## src/rtl/heichips25_bridge_pkg.sv

```systemverilog
`default_nettype none
// ============================================================================
// Module   : heichips25_bridge_pkg
// Purpose  : Shared types and constants for the nibble-serial memory bridge.
// Revision : 1.0 - initial release
// ============================================================================
package heichips25_bridge_pkg;

    localparam int unsigned c_NIBBLES_PER_WORD = 8;
    localparam int unsigned c_ADDR_WIDTH       = 8;
    localparam int unsigned c_DATA_WIDTH       = 4 * c_NIBBLES_PER_WORD;

    typedef enum logic [2:0] {
        IDLE     = 3'd0,
        COLLECT  = 3'd1,
        MEM_REQ  = 3'd2,
        MEM_WAIT = 3'd3,
        RSP      = 3'd4,
        COMMIT   = 3'd5
    } bridge_state_e;

    // Single-word SRAM transaction, also used by the SRAM model.
    typedef struct packed {
        logic [c_ADDR_WIDTH-1:0] addr;
        logic                    we;
        logic [3:0]              be;
        logic [c_DATA_WIDTH-1:0] wdata;
    } mem_req_t;

endpackage
`default_nettype wire

```

## src/rtl/heichips25_nibble_shift.sv

```systemverilog
`default_nettype none
// ============================================================================
// Module   : heichips25_nibble_shift
// Purpose  : Indexed nibble register with per-nibble bit and a wrapping
//            counter; loads serially or in parallel, reads out serially.
// Revision : 1.0 - initial release
// ============================================================================
module heichips25_nibble_shift
    import heichips25_bridge_pkg::*;
#(
    parameter int unsigned NIBBLES = c_NIBBLES_PER_WORD
) (
    input  logic                 clk,
    input  logic                 rst,
    input  logic                 i_wr,
    input  logic [3:0]           i_nibble,
    input  logic                 i_bit,
    input  logic                 i_load,
    input  logic [4*NIBBLES-1:0] i_word,
    input  logic                 i_step,
    output logic [4*NIBBLES-1:0] o_word,
    output logic [NIBBLES-1:0]   o_bits,
    output logic [3:0]           o_nibble,
    output logic                 o_last
);

    localparam int unsigned c_CW = $clog2(NIBBLES);

    logic [4*NIBBLES-1:0] r_word;
    logic [NIBBLES-1:0]   r_bits;
    logic [c_CW-1:0]      r_cnt;

    // Counter wraps to zero after the last nibble, so no explicit clear is needed.
    always_ff @(posedge clk) begin
        if (rst) begin
            r_word <= '0;
            r_bits <= '0;
            r_cnt  <= '0;
        end else if (i_load) begin
            r_word <= i_word;
            r_cnt  <= '0;
        end else if (i_wr) begin
            r_word[{r_cnt, 2'b00} +: 4] <= i_nibble;
            r_bits[r_cnt]               <= i_bit;
            r_cnt                       <= r_cnt + c_CW'(1);
        end else if (i_step) begin
            r_cnt <= r_cnt + c_CW'(1);
        end
    end

    assign o_word   = r_word;
    assign o_bits   = r_bits;
    assign o_nibble = r_word[{r_cnt, 2'b00} +: 4];
    assign o_last   = (r_cnt == c_CW'(NIBBLES - 1));

endmodule
`default_nettype wire

```

## src/rtl/heichips25_nibble_mem_bridge.sv

```systemverilog
`default_nettype none
// ============================================================================
// Module   : heichips25_nibble_mem_bridge
// Purpose  : Terminates the 4-bit serial memory link and issues single-word
//            SRAM transactions; reads return as 8 nibbles plus a commit beat.
// Revision : 1.0 - initial release
// ============================================================================
module heichips25_nibble_mem_bridge
    import heichips25_bridge_pkg::*;
#(
    parameter int unsigned ADDR_WIDTH = c_ADDR_WIDTH,
    parameter int unsigned DATA_WIDTH = c_DATA_WIDTH
) (
    input  logic                  clk_i,
    input  logic                  rst_i,
    input  logic [3:0]            req_nibble_i,
    input  logic [ADDR_WIDTH-1:0] req_addr_i,
    input  logic                  req_write_i,
    input  logic                  req_strb_i,
    input  logic                  req_valid_i,
    output logic                  req_ready_o,
    output logic [3:0]            rsp_nibble_o,
    output logic                  rsp_valid_o,
    input  logic                  rsp_ready_i,
    output logic                  rsp_last_o,
    output logic                  mem_req_o,
    input  logic                  mem_gnt_i,
    output logic [ADDR_WIDTH-1:0] mem_addr_o,
    output logic                  mem_we_o,
    output logic [3:0]            mem_be_o,
    output logic [DATA_WIDTH-1:0] mem_wdata_o,
    input  logic                  mem_rvalid_i,
    input  logic [DATA_WIDTH-1:0] mem_rdata_i
);

    bridge_state_e         r_state, w_next;
    logic [ADDR_WIDTH-1:0] r_addr;
    logic                  r_write;

    logic                  w_latch, w_req_wr, w_rsp_load, w_rsp_step;
    logic [c_DATA_WIDTH-1:0]       w_req_word, w_rsp_word;
    logic [c_NIBBLES_PER_WORD-1:0] w_req_bits, w_rsp_bits;
    logic [3:0]            w_req_nibble, w_rsp_nibble, w_be;
    logic                  w_req_last, w_rsp_last;
    mem_req_t              w_mem;
    logic                  w_unused;

    heichips25_nibble_shift u_req_shift (
        .clk      (clk_i),
        .rst      (rst_i),
        .i_wr     (w_req_wr),
        .i_nibble (req_nibble_i),
        .i_bit    (req_strb_i),
        .i_load   (1'b0),
        .i_word   ('0),
        .i_step   (1'b0),
        .o_word   (w_req_word),
        .o_bits   (w_req_bits),
        .o_nibble (w_req_nibble),
        .o_last   (w_req_last)
    );

    heichips25_nibble_shift u_rsp_shift (
        .clk      (clk_i),
        .rst      (rst_i),
        .i_wr     (1'b0),
        .i_nibble (4'h0),
        .i_bit    (1'b0),
        .i_load   (w_rsp_load),
        .i_word   (c_DATA_WIDTH'(mem_rdata_i)),
        .i_step   (w_rsp_step),
        .o_word   (w_rsp_word),
        .o_bits   (w_rsp_bits),
        .o_nibble (w_rsp_nibble),
        .o_last   (w_rsp_last)
    );

    assign w_unused = ^{w_rsp_word, w_rsp_bits, w_req_nibble};

    // A byte is enabled when either of its two nibble strobes was set.
    for (genvar gi = 0; gi < 4; gi++) begin : g_be
        assign w_be[gi] = w_req_bits[2*gi] | w_req_bits[2*gi+1];
    end

    always_ff @(posedge clk_i) begin
        if (rst_i) begin
            r_state <= IDLE;
            r_addr  <= '0;
            r_write <= 1'b0;
        end else begin
            r_state <= w_next;
            if (w_latch) begin
                r_addr  <= req_addr_i;
                r_write <= req_write_i;
            end
        end
    end

    always_comb begin
        w_next       = r_state;
        w_latch      = 1'b0;
        w_req_wr     = 1'b0;
        w_rsp_load   = 1'b0;
        w_rsp_step   = 1'b0;
        req_ready_o  = 1'b0;
        rsp_valid_o  = 1'b0;
        rsp_nibble_o = 4'h0;
        rsp_last_o   = 1'b0;
        mem_req_o    = 1'b0;
        w_mem        = '0;
        case (r_state)
            IDLE: begin
                req_ready_o = 1'b1;
                if (req_valid_i) begin
                    w_latch  = 1'b1;
                    w_req_wr = req_write_i;
                    w_next   = req_write_i ? COLLECT : MEM_REQ;
                end
            end
            COLLECT: begin
                req_ready_o = 1'b1;
                if (req_valid_i) begin
                    w_req_wr = 1'b1;
                    if (w_req_last) w_next = MEM_REQ;
                end
            end
            MEM_REQ: begin
                mem_req_o   = 1'b1;
                w_mem.addr  = c_ADDR_WIDTH'(r_addr);
                w_mem.we    = r_write;
                w_mem.be    = r_write ? w_be : 4'hF;
                w_mem.wdata = r_write ? w_req_word : '0;
                if (mem_gnt_i) w_next = r_write ? IDLE : MEM_WAIT;
            end
            MEM_WAIT: begin
                if (mem_rvalid_i) begin
                    w_rsp_load = 1'b1;
                    w_next     = RSP;
                end
            end
            RSP: begin
                rsp_valid_o  = 1'b1;
                rsp_nibble_o = w_rsp_nibble;
                rsp_last_o   = w_rsp_last;
                if (rsp_ready_i) begin
                    w_rsp_step = 1'b1;
                    if (w_rsp_last) w_next = COMMIT;
                end
            end
            COMMIT: begin
                rsp_valid_o = 1'b1;
                w_next      = IDLE;
            end
            default: w_next = IDLE;
        endcase
    end

    assign mem_addr_o  = ADDR_WIDTH'(w_mem.addr);
    assign mem_we_o    = w_mem.we;
    assign mem_be_o    = w_mem.be;
    assign mem_wdata_o = DATA_WIDTH'(w_mem.wdata);

endmodule
`default_nettype wire

```

## config.mk

```make
export PLATFORM = sky130hd
export DESIGN_NAME = heichips25_nibble_mem_bridge
export DESIGN_NICKNAME = d
export VERILOG_FILES = /design/src/rtl/heichips25_bridge_pkg.sv /design/src/rtl/heichips25_nibble_shift.sv /design/src/rtl/heichips25_nibble_mem_bridge.sv
export SDC_FILE = /design/constraint.sdc
export NUM_CORES = 1
export LEC_CHECK = 0
export CAP_MARGIN = 30
export CELL_PAD_IN_SITES_DETAIL_PLACEMENT = 1
export CELL_PAD_IN_SITES_GLOBAL_PLACEMENT = 2
export CORE_MARGIN = 5
export CORE_UTILIZATION = 29
export CTS_CLUSTER_DIAMETER = 50
export DETAILED_ROUTE_END_ITERATION = 10
export HOLD_SLACK_MARGIN = 0.08
export PLACE_DENSITY = 0.8
export SLEW_MARGIN = 10
export SYNTH_ARGS = -nofsm -noshare
export SYNTH_HDL_FRONTEND = slang
export SYNTH_SLANG_ARGS = --single-unit
```

## constraint.sdc

```tcl
create_clock -name clk_i -period 3.45 [get_ports clk_i]
set_clock_uncertainty 0.1 [all_clocks]
set_input_delay 0.69 -clock clk_i [delete_from_list [all_inputs] [get_ports clk_i]]
set_output_delay 0.69 -clock clk_i [all_outputs]
set_load 0.01 [all_outputs]
```

==> results of run 1 <==
-- critical path: stages (launching register included) --
cell and delay [ps]:
dfxtp_1 510, nor2b_1 290, nand2b_1 240, inv_1 230, and2_1 170, clkdlybuf4s50_1 530
-- flip-flops by register name, indices dropped and copies added, names as in the netlist --
signal,flops
u_req_shift.o_word,32
u_rsp_shift.o_word,32
r_addr,8
u_req_shift.o_bits,8
r_state,3
u_req_shift.r_cnt,3
u_rsp_shift.r_cnt,3
r_write,1
-- per-stage QoR --
step / worst slack (ps) / utilization / hold slack [ps]
finish: 341 / 0.400 / 350
global route: 93.0 / 0.400 / 370
CTS: 292 / 0.400 / 356
detailed placement: 530 / 0.380 / 347
global placement: 626 / 0.380 / 342
floorplan: 874 / - / 327
-- cell usage after synthesis (4+ instances only) --
master,number,area [um2]
clkbuf_1,26,97.6
nor2b_1,6,37.5
a21oi_1,62,310
nor2_1,40,150
mux2i_1,36,360
nand4_1,4,25.0
mux4_2,8,180
ha_1,9,113
or3b_2,4,35.0
and2_1,40,250
inv_1,6,22.5
nor3b_1,5,37.5
nand2b_1,29,181
nand3_1,16,80.1
nand2_1,97,364
buf_2,4,20.0
dfxtp_1,90,1800
nor3_1,9,45.0
-- power groups by stage --
stage                     Clock, mW  Combinational (mW)  Sequential (mW)
final                         0.954               0.498             1.13
after CTS                     0.982               0.501             1.13
after floorplan                   0               0.314             1.13
after global routing           1.03               0.547             1.14
after detailed placement          0               0.495             1.16
after global placement            0               0.485             1.15
-- cell families after synthesis --
logic type	share of synthesized area
adders and majority gates	0.0257
DFF	0.412
buffers and inverters	0.0406
and+or+nand+nor	0.311
muxes	0.124
AOI/OAI and AO/OA	0.0838
xor gates and xnor gates	0.00400
-- worst max-delay path by stage --
stage / from / end / slack (ps) / depth (start not counted)
6_report: r_state[1] / mem_addr_o[4] / 340 / 5
5_1_grt: r_state[1] / mem_addr_o[7] / 90 / 5
4_1_cts: u_rsp_shift.r_cnt[0] / rsp_nibble_o[2] / 290 / 4
3_5_place_dp: u_req_shift.r_cnt[1] / u_req_shift.o_word[19] / 530 / 7
3_3_place_gp: u_req_shift.r_cnt[1] / u_req_shift.o_word[18] / 630 / 7
2_1_floorplan: u_req_shift.r_cnt[0] / u_req_shift.o_word[16] / 870 / 8
-- layout make-up --
class / count / area [um2]
well taps: 184 / 230
multi-input cells: 391 / 2400
inverters: 6 / 22.5
fillers: 1709 / 8790
flip-flops and latches: 90 / 1800
clock inverters: 5 / 38.8
repair buffers: 112 / 1110
clock buffers: 11 / 253
-- placed cells by master, fill, tap and decap left out, types with 2 or more instances in the layout --
master and n:
clkbuf_8 2, nor3b_2 2, clkdlybuf4s50_1 103, xnor2_1 2
mux2i_1 36, nor3b_1 4, nor2b_1 6, and2_1 40
nand4_1 4, clkbuf_16 9, mux4_2 8, a21oi_1 62
o21ai_0 3, nand2b_1 29, nand3b_1 3, nand3_1 16
nor3_1 9, clkinv_4 3, ha_1 9, nor4_4 2
nand2_1 97, dfxtp_1 90, nor4_1 3, nor2_1 39
inv_1 6, or3b_2 4, buf_4 7
-- routing by layer --
layer	share of wire	GRT usage	routed length (um)
met5	0	0	0
met4	0.014	0.0514	180
met3	0.041	0.0315	529
met2	0.44	0.232	5750
met1	0.50	0.203	6460
==> flow_metrics.tcl, run 1 <==
set metrics [dict create \
    drt_first_pass_iters 6 \
    cp-start-kind "flip-flop" \
    cts-hold-fix-buffers 0 \
    syn_area_um2 4380 \
    layout_min_cycle_time_ps 3110 \
    holdPathEnd "r_addr[2]" \
    timing.critical_path.to_type "primary output" \
    final_cell_count_no_fill 799 \
    vias_in_the_first_global_route 4129 \
    critPathKind "flip-flop to primary output" \
    fmaxAchievable_mhz 322 \
    timing.final.crit_share 0.901 \
    cts_max_path_buffers 2 \
    die_y_um 133 \
    track_usage 0.148 \
    status "completed" \
    synth.avg_cell_area_um2 8.38 \
    num_antenna_cells 0 \
    io_pins 105 \
    timing.hold.worst.start "r_addr[2]" \
    switching_power_mw 0.751 \
    mappedNetlistNets 583 \
    max_slew_margin 0.493 \
    dieArea_um2 17600 \
    r2r_cells 7 \
    cts_buffers 9 \
    hold_violations 0 \
    power.combinational.fraction 0.193 \
    path_max_fanout 10 \
    share_seq_of_total_power 0.438 \
    ys.warnings.count 0 \
    asyncSetResetFlopFracSynth 0 \
    edff_count_synth 0 \
    drt-wirelength-per-cell_um 16.2 \
    reg_to_reg_critical_path_startpoint "u_req_shift.r_cnt[1]" \
    postSynth.topFlopCell "dfxtp_1" \
    post_cts_clock_slew_at_the_launch_and_capture_registers_of_the_worst_setup_and_hold_paths_ps 60 \
    place.gp.congestion 0.749 \
    post_synthesis_cell_type_count 39 \
    grt_start_max_net_pins 45 \
    cts-root-buf "clkbuf_16" \
    leakagePower_nw 2.04 \
    dp_cells 783 \
    layout.cell_area.non_filler_um2 5860 \
    cts_sinks 90 \
    cp_data_required_time_ps 2660 \
    design_power_total_mw 2.58 \
    pwr_density_cell_nw_per_um2 441 \
    route.final.wire_length_um 12900 \
    row_count 44 \
    post_cts.resized_instances 0 \
    cts.htree.levels 3 \
    ys_seq_area_frac 0.412 \
    switching_share 0.291 \
    grt_overflow 0 \
    layout-drive-gt1-share 0.0715 \
    tritoncts "done" \
    place_area_um2 5570 \
    placeableCoreArea_um2 14600 \
    count_of_pins_over_their_slew_limit 0 \
    area_growth_pct 33.9 \
    peakVddDrop_mv 0.270 \
    drc_errors 0 \
    ant_nets 0 \
    postCtsSetupBuffers 0 \
    power.internal_mw 1.83 \
    clock_group_share_of_total_power 0.369 \
    detailroute.via_count 3878 \
    grt_pass1_wl_um 21400 \
    worst_slew_pin_slew_ps 755 \
    initial_utilization 0.299 \
    via_per_inst 4.85 \
    fin_setup_tns_ps 0 \
    buffer_ports.inserted 104 \
    number_of_antenna_violations_at_the_first_check_in_global_routing 0 \
    synth_seq_cells 90 \
    finalSetupViolCount 0 \
    critPathArrivalTime_ps 2320 \
    rrSetupSlack_ps 530 \
    detail_route.iter0.violations 197 \
    rsz_0062_raised_after_global_routing "no" \
    min_path_type "flip-flop to flip-flop" \
    maxCapViolations 0 \
    reg2reg_to "u_req_shift.o_word[18]" \
    dpl.hpwl_um 9730 \
    synth_instances 522 \
    fin_nets 671 \
    whs_path_depth 2 \
    clkLatencyLatePin_ps 340 \
    die-width_um 133 \
]
Note: power is estimated with default switching activity, not from simulation.
==> run 2, diff against run 1 <==
==> constraint.sdc (replaced) <==
create_clock -name clk_i -period 3.45 [get_ports clk_i]
set_clock_uncertainty 0.1 [all_clocks]
set_input_delay 0.345 -clock clk_i [delete_from_list [all_inputs] [get_ports clk_i]]
set_output_delay 0.345 -clock clk_i [all_outputs]
set_load 0.01 [all_outputs]
==> run 2 against run 1 <==
Power increased by 10%. Register-to-register slack got worse by 150 ps. Die area unchanged. Global-route usage down 0.25 points. Critical endpoint is now u_req_shift.o_word[16]. Non-clock buffer count shrank 1. Count of clock-buffer cells in the layout is 2 lower. Final cell count decreased by 0.13%. Critical path depth increased by 2. First-iteration DRC count is 7.1% lower. Worst setup slack gained 41 ps. Via count shrank 1.0%. Cell area is 1.2% higher.
==> flow_metrics.tcl, run 2 (same netlist as run 1, synthesis figures left out) <==
set metrics [dict create \
    fmaxAchievable_mhz 326 \
    dp_cells 782 \
    route.final.wire_length_um 12800 \
    cts.htree.levels 3 \
    vias_in_the_first_global_route 4022 \
    via_per_inst 4.81 \
    fin_setup_tns_ps 0 \
    max_slew_margin 0.522 \
    track_usage 0.146 \
    finalSetupViolCount 0 \
    ant_nets 0 \
    cts_buffers 9 \
    fin_nets 670 \
    timing.final.crit_share 0.889 \
    cts-hold-fix-buffers 0 \
    placeableCoreArea_um2 14600 \
    maxCapViolations 0 \
    drc_errors 0 \
    cp-start-kind "flip-flop" \
    rsz_0062_raised_after_global_routing "no" \
    crit_path_cell_trace "inv_1 > ha_1 > ha_1 > or3b_2 > nor4_4 > mux2i_1 > nor2_1" \
    postLayoutCoreUtil 0.405 \
    final_cell_mix "clkdlybuf4s50_1, nand2_1, dfxtp_1" \
    num_antenna_cells 0 \
    worst_slew_pin_slew_ps 711 \
    peakVddDrop_mv 0.241 \
    timing.critical_path.to_type "flip-flop" \
    count_of_pins_over_their_slew_limit 0 \
    initial_utilization 0.299 \
    min_path_type "primary input to flip-flop" \
    maximum_single_stage_delay_on_the_critical_path_ps 680 \
    grt_pass1_wl_um 20800 \
    die_y_um 133 \
    area_growth_pct 35.5 \
    die-width_um 133 \
    grt_overflow 0 \
    buffer_ports.inserted 104 \
    layout-drive-gt1-share 0.0700 \
    dpl.hpwl_um 9730 \
    detailroute.via_count 3839 \
    clock_group_share_of_total_power 0.430 \
    cts-root-buf "clkbuf_16" \
    tritoncts "done" \
    row_count 44 \
    switching_share 0.266 \
    number_of_antenna_violations_at_the_first_check_in_global_routing 0 \
    critical_path_buf_inv_count 1 \
    dieArea_um2 17600 \
    cp_data_required_time_ps 3580 \
    layout_min_cycle_time_ps 3070 \
    cts_max_path_buffers 2 \
    leakagePower_nw 2.07 \
    power.combinational.fraction 0.170 \
    critPathArrivalTime_ps 3190 \
    detail_route.iter0.violations 183 \
    postCtsSetupBuffers 0 \
    critical_path.slowest_cell "dfxtp_1" \
    place.gp.congestion 0.829 \
    drt-wirelength-per-cell_um 16.1 \
    drt_first_pass_iters 4 \
    crit_family "simple AND/OR/NAND/NOR gates" \
    post_cts_clock_slew_at_the_launch_and_capture_registers_of_the_worst_setup_and_hold_paths_ps 70 \
    switching_power_mw 0.757 \
    status "completed" \
    share_seq_of_total_power 0.400 \
    grt_start_max_net_pins 46 \
    clkLatencyLatePin_ps 350 \
    post_cts.resized_instances 0 \
    path_max_fanout 16 \
    final_cell_count_no_fill 798 \
    crit_top_cell "ha_1" \
    cts_sinks 90 \
    layout_commonest_cell "clkdlybuf4s50_1" \
    power.internal_mw 2.09 \
    critPathKind "flip-flop to flip-flop" \
    hold_violations 0 \
    pwr_density_cell_nw_per_um2 479 \
    io_pins 105 \
]
==> run 2: cell types whose count changed in the layout (fill, tap and decap cells not counted) <==
cell,change
buf_4,-1
clkinvlp_4,-1
inv_6,+2
clkbuf_8,-2
clkinv_4,-2
bufinv_16,+4
clkinv_2,-1
==> run 2: final timing paths <==
| check | from | depth (start not counted) | slack, ps | to |
|---|---|---|---|---|
| setup / recovery | u_req_shift.r_cnt[0] | 7 | 380 | u_req_shift.o_word[16] |
| hold / removal | rst_i | 2 | 330 | u_req_shift.o_word[0] |
| setup reg to reg | u_req_shift.r_cnt[0] | 7 | 380 | u_req_shift.o_word[16] |
| hold reg to reg | r_addr[2] | 2 | 350 | r_addr[2] |
==> run 2: power groups by stage <==
stage                     combinational [mW]  sequential [mW]  clock, mW
after floorplan                        0.314             1.13          0
after global placement                 0.473             1.16          0
after detailed placement               0.486             1.16          0
after CTS                              0.489             1.14       1.26
after global routing                   0.534             1.15       1.30
final                                  0.483             1.14       1.22
==> run 2: cell type report <==
cell class | count | area [um2]
clock buffer | 9 | 225
clock inverter | 7 | 146
fill | 1672 | 8710
inverter | 6 | 22.5
multi-input combinational | 391 | 2400
sequential | 90 | 1800
tap | 184 | 230
timing repair buffer | 111 | 1100
==> run 2: metrics by stage <==
stage	cell area [um2]	hold WS [ps]	worst slack (ps)	power, mW
floorplan	4380	327	874	1.44
global placement	5540	337	543	1.63
detailed placement	5560	346	426	1.65
CTS	5930	313	290	2.88
global route	5930	351	155	2.98
finish	5930	325	382	2.84
==> run 2: routing by layer <==
layer | vias up | GRT usage | wire length, um
li1 | 1929 | - | -
met1 | 1831 | 0.189 | 6090
met2 | 67 | 0.236 | 5980
met3 | 12 | 0.0361 | 527
met4 | 0 | 0.0502 | 218
met5 | - | 0 | 0
